[config.mk]
export PLATFORM = sky130hd
export DESIGN_NAME = branch_condition_sequencer
export DESIGN_NICKNAME = d
export VERILOG_FILES = /design/src/rtl/branch_condition_sequencer.sv
export SDC_FILE = /design/constraint.sdc
export NUM_CORES = 1
export LEC_CHECK = 0
export CAP_MARGIN = 20
export CORE_MARGIN = 2
export CORE_UTILIZATION = 41
export DETAILED_ROUTE_END_ITERATION = 7
export PLACE_DENSITY = 0.81
export SLEW_MARGIN = 5
export SYNTH_ARGS = -nofsm -noshare
export SYNTH_HDL_FRONTEND = slang
export SYNTH_SLANG_ARGS = --single-unit
[constraint.sdc]
create_clock -name i_clk -period 1.1 [get_ports i_clk]
set_input_delay 0.22 -clock i_clk [delete_from_list [all_inputs] [get_ports i_clk]]
set_output_delay 0.22 -clock i_clk [all_outputs]
set_load 0.1 [all_outputs]
[src/rtl/branch_condition_sequencer.sv]
// branch_condition_sequencer
// Program-counter and branch-condition stage of the 8-bit microprocessor.
// Holds the ALU flags, presents the condition vector and select lines to the
// external 8-to-1 condition multiplexer, samples its Y output and steps the
// program counter.
// Optional feature macro: BRANCH_CALL_EN adds a one-entry call/return
// register. Without it, CALL acts as BRANCH and RET acts as NEXT.
module branch_condition_sequencer #(
   parameter int ADDR_WIDTH = 8
) (
   input  logic                  i_clk,
   input  logic                  i_rst,
   input  logic                  i_instr_valid,
   output logic                  o_instr_ready,
   input  logic [1:0]            i_op,
   input  logic [2:0]            i_cond_sel,
   input  logic [ADDR_WIDTH-1:0] i_jump_addr,
   input  logic                  i_flags_load,
   input  logic                  i_z_in,
   input  logic                  i_c_in,
   input  logic                  i_n_in,
   input  logic                  i_v_in,
   output logic [7:0]            o_cond_d,
   output logic                  o_sel_a,
   output logic                  o_sel_b,
   output logic                  o_sel_c,
   output logic                  o_en_bar,
   input  logic                  i_mux_y,
   output logic [ADDR_WIDTH-1:0] o_pc,
   output logic                  o_done,
   output logic                  o_taken
);

   typedef enum logic [1:0] {
      ST_IDLE,
      ST_SELECT,
      ST_DONE
   } state_t;

   typedef enum logic [1:0] {
      OP_NEXT,
      OP_BRANCH,
      OP_CALL,
      OP_RET
   } op_t;

   state_t                r_state;
   op_t                   r_op;
   logic [ADDR_WIDTH-1:0] r_jump_addr;
   logic [ADDR_WIDTH-1:0] r_pc;
   logic [7:0]            r_cond_d;
   logic [2:0]            r_sel;
   logic                  r_en_bar;
   logic                  r_ready;
   logic                  r_done;
   logic                  r_taken;
`ifdef BRANCH_CALL_EN
   logic [ADDR_WIDTH-1:0] r_ret_addr;
   logic                  r_ret_valid;
`endif

   logic                  w_flow_op;
   logic                  w_taken;
   logic [ADDR_WIDTH-1:0] w_pc_inc;

   // Only BRANCH and CALL consult the multiplexer; Y is ignored otherwise.
   assign w_flow_op = (r_op == OP_BRANCH) || (r_op == OP_CALL);
   assign w_taken   = i_mux_y && w_flow_op;
   assign w_pc_inc  = r_pc + ADDR_WIDTH'(1);

   // The condition vector register doubles as the flag store: Z, C, N, V sit
   // on the even lanes and their complements on the odd lanes. Its reset value
   // leaves only the unconditional lane high until the first flag load.
   always_ff @(posedge i_clk) begin
      if (i_rst) begin
         r_cond_d <= 8'h80;
      end else if (i_flags_load) begin
         r_cond_d <= {1'b1, i_v_in, ~i_n_in, i_n_in, ~i_c_in, i_c_in, ~i_z_in, i_z_in};
      end
   end

   // Three-cycle sequencer: accept, select-and-decide, completion strobe.
   always_ff @(posedge i_clk) begin
      if (i_rst) begin
         r_state     <= ST_IDLE;
         r_op        <= OP_NEXT;
         r_jump_addr <= '0;
         r_pc        <= '0;
         r_sel       <= 3'b000;
         r_en_bar    <= 1'b1;
         r_ready     <= 1'b1;
         r_done      <= 1'b0;
         r_taken     <= 1'b0;
`ifdef BRANCH_CALL_EN
         r_ret_addr  <= '0;
         r_ret_valid <= 1'b0;
`endif
      end else begin
         case (r_state)
            ST_IDLE: begin
               if (i_instr_valid) begin
                  r_op        <= op_t'(i_op);
                  r_jump_addr <= i_jump_addr;
                  r_sel       <= i_cond_sel;
                  r_en_bar    <= ~((op_t'(i_op) == OP_BRANCH) || (op_t'(i_op) == OP_CALL));
                  r_ready     <= 1'b0;
                  r_state     <= ST_SELECT;
               end
            end
            ST_SELECT: begin
               if (w_taken) begin
                  r_pc    <= r_jump_addr;
                  r_taken <= 1'b1;
`ifdef BRANCH_CALL_EN
                  if (r_op == OP_CALL) begin
                     r_ret_addr  <= w_pc_inc;
                     r_ret_valid <= 1'b1;
                  end
               end else if ((r_op == OP_RET) && r_ret_valid) begin
                  r_pc        <= r_ret_addr;
                  r_ret_valid <= 1'b0;
                  r_taken     <= 1'b1;
`endif
               end else begin
                  r_pc    <= w_pc_inc;
                  r_taken <= 1'b0;
               end
               r_en_bar <= 1'b1;
               r_done   <= 1'b1;
               r_state  <= ST_DONE;
            end
            ST_DONE: begin
               r_done  <= 1'b0;
               r_ready <= 1'b1;
               r_state <= ST_IDLE;
            end
            default: begin
               r_state <= ST_IDLE;
               r_ready <= 1'b1;
               r_done  <= 1'b0;
            end
         endcase
      end
   end

   assign o_instr_ready = r_ready;
   assign o_cond_d      = r_cond_d;
   assign o_sel_a       = r_sel[0];
   assign o_sel_b       = r_sel[1];
   assign o_sel_c       = r_sel[2];
   assign o_en_bar      = r_en_bar;
   assign o_pc          = r_pc;
   assign o_done        = r_done;
   assign o_taken       = r_taken;

endmodule

==> results.py <==
metrics = {
    "job": {
        "drv_cap": 0,
    },
    "pwr": {
        "leakagePower_uw": 0.001114,
        "power_frac_comb_pct": 30.8,
        "power.switching_uw": 1032,
        "power_density_mw_per_mm2": 1112,
        "p_int_uw": 1993,
        "sequentialPowerShare_pct": 44.6,
        "pwr-share-clk_pct": 24.6,
        "ir_drop_mv": 1.091,
        "sw_frac_of_total_pct": 34.12,
        "total_power_uw": 3026,
    },
    "route": {
        "wire_per_inst_um": 14.99,
        "wl_um": 4422,
        "drtAntennaViolNets": 0,
        "drt_iter0_markers": 63,
        "drt-pass1-iter-count": 4,
        "num_vias": 1526,
        "drcViolationCount": 0,
        "viasPerCell": 5.173,
    },
    "timing": {
        "max_freq_mhz": 764.3,
        "whs_ns": 0.3968,
        "skew_ns": 0.01397,
        "fin_crit_sh_pct": 118.9,
        "fin_crit_ns": 1.308,
        "worst_slack_ns": -0.2084,
        "hold_viol_final": 0,
        "grt_setup_unrepaired": "true",
        "setup_viol": 30,
        "drv_slew": 0,
    },
    "place": {
        "dp_hpwl_um": 2697,
        "io_buffers": 43,
        "placed_area_mm2": 0.002380,
        "place.gp.congestion": 0.8130,
    },
    "floorplanning": {
        "io_pins": 45,
        "initial_utilization_pct": 42.78,
        "die_w_um": 63.24,
        "dieHeight_um": 63.24,
        "coreArea_mm2": 0.003363,
        "die_area_mm2": 0.003999,
        "rows": 21,
    },
    "status": {
        "failed_checks": "negative setup slack",
        "outcome": "complete, but fails checks",
    },
    "finish": {
        "mostFrequentLayoutCells": "buf_4, buf_12, nand2_1",
        "design_area_mm2": 0.002720,
        "drive_gt1_share_pct": 51.81,
        "final_common_cell": "buf_4",
        "fin_nets": 271,
        "diodes": 0,
        "area.growth.synth_to_final_pct": 89.04,
    },
    "critical_path": {
        "path_cells": "buf_6 > buf_6 > buf_12",
        "path_class": "flip-flop to output pin",
        "cp_slowest_stage_delay_ns": 0.37,
        "cp_common_cell": "buf_6",
        "worstSetupStartpointType": "flip-flop",
        "arrival_ns": 1.09,
        "crit_fanout": 3,
        "cp_data_required_time_ns": 0.88,
        "cp-end-kind": "output pin",
        "crit_path_top_delay_cell": "dfxtp_4",
    },
    "clock_tree": {
        "tritoncts": "yes",
        "cts_made_buffers": 5,
        "ctsHtreeMaxLevel": 2,
        "clk_latency_ns": 0.35,
        "clk_pin_slew_ns": 0.11,
        "clock_path_buffers": 2,
        "cts_sinks": 34,
        "cts-root-buf": "clkbuf_4",
    },
    "synthesis": {
        "netlist_area_mm2": 0.001439,
        "netlist_instances": 168,
        "ys_types": 33,
        "syn_area_per_cell_um2": 8.565,
        "yosysWarnings": 0,
        "yosysSeqAreaShare_pct": 47.30,
        "synth_nets": 191,
        "ys_ff_latch": 34,
    },
    "global_route": {
        "antenna_found_initial": 0,
        "gr-total-overflow": 0,
        "first_global_vias": 1464,
        "grt_max_degree": 16,
        "grtUsageTotal_pct": 21.34,
        "grt_pass1_wl_um": 6589,
    },
    "worst_hold_path": {
        "hold_class": "input pin to flip-flop",
    },
}
worst paths after layout:
check | cells past startpoint | endpoint | slack (ns) | startpoint
hold / removal | 3 | r_sel[1]$_SDFFE_PP0P_ | 0.40 | i_cond_sel[1]
hold reg to reg | 2 | r_jump_addr[3]$_SDFFE_PP0P_ | 0.47 | r_jump_addr[3]$_SDFFE_PP0P_
setup reg to reg | 4 | o_pc[7]$_SDFFE_PP0P_ | -0.20 | r_state[1]$_SDFFE_PP0P_
setup / recovery | 3 | o_pc[3] | -0.21 | o_pc[3]$_SDFFE_PP0P_
synthesized netlist by cell type, drive strengths merged:
cell | n | area [um^2]
nand3 | 4 | 20.02
nor3 | 1 | 5.000
xor2 | 2 | 36.29
nand2 | 31 | 123.9
conb | 1 | 3.750
clkbuf | 5 | 20.01
mux2i | 11 | 110.1
o211ai | 1 | 7.510
a2111oi | 2 | 20.02
nand4 | 1 | 6.260
and3 | 2 | 12.51
a31oi | 4 | 25.02
dfxtp | 34 | 680.7
ha | 1 | 12.51
a21oi | 21 | 116.4
and4 | 1 | 8.760
o22ai | 6 | 37.54
buf | 6 | 38.79
nor2 | 14 | 52.55
inv | 11 | 41.29
or2 | 2 | 12.52
or3b | 1 | 11.26
nand2b | 1 | 6.260
o21ai | 3 | 15.01
o31ai | 1 | 7.510
o21bai | 1 | 7.510
layer usage:
metal / wire length, um / vias to the layer above / global-route usage [%]
met5: 0 / - / 0
met4: 80 / 0 / 10.33
met3: 291 / 7 / 5.000
met2: 2290 / 63 / 37.77
met1: 1759 / 724 / 24.00
li1: - / 732 / -
logic make-up (layout without fill, tap and decap cells):
group,Yosys count,after routing,synth area share (%)
muxes,11,11,7.652
adders and majority gates,1,1,0.8694
other,1,1,0.2606
DFF,34,34,47.30
xor gates and xnor gates,2,2,2.522
and+or+nand+nor,58,59,18.00
buffers and inverters,22,102,6.956
AOI/OAI and AO/OA,39,39,16.44
worst max-delay path, delay by kind of cell, from the launching register on:
kind                   cells  cell delay [ns]
buffers and inverters      3             0.37
flip-flops                 1             0.37
power groups by stage:
stage | logic, uW | registers, uW | clock network [uW]
final | 931 | 1350 | 745
after global routing | 971 | 1360 | 800
after CTS | 840 | 1350 | 736
after detailed placement | 796 | 1380 | 0
after global placement | 783 | 1380 | 0
after floorplan | 227 | 1620 | 0
what timing repair did:
item | 4_1_cts | 5_1_grt
cloned | 1 | 1
setup endpoints to repair | 44 | 40
pin swaps | 11 | 18
hold buffers | 0 | 0
buffers inserted | 7 | 6
gates resized for setup | 23 | 25
cell type report:
class                   instances  area, um^2
clock buffers                   7       55.05
well taps                      46       57.56
clock inverters                 1       5.005
flip-flops and latches         34       740.7
multi-input cells             113       817.0
repair buffers                 83        1003
inverters                      11       41.29
fillers                       220       643.1
flip-flops by register name, indices dropped and copies added (netlist names):
name	flops
o_cond_d	7
o_done	1
o_en_bar	1
o_instr_ready	1
o_pc	8
o_taken	1
r_jump_addr	8
r_op	2
r_sel	3
r_state	2
through the flow:
stage | TNS [ns] | setup WS [ns] | util (%) | std cells
finish | -2.468 | -0.2084 | 80.88 | 295
global route | -3.575 | -0.2521 | 80.88 | 295
CTS | -2.343 | -0.1939 | 76.60 | 289
detailed placement | -11.71 | -0.5254 | 70.76 | 273
global placement | -10.75 | -0.5127 | 70.76 | 273
floorplan | -1.067 | -0.2493 | - | 168
Note: power is estimated with default switching activity, not from simulation.
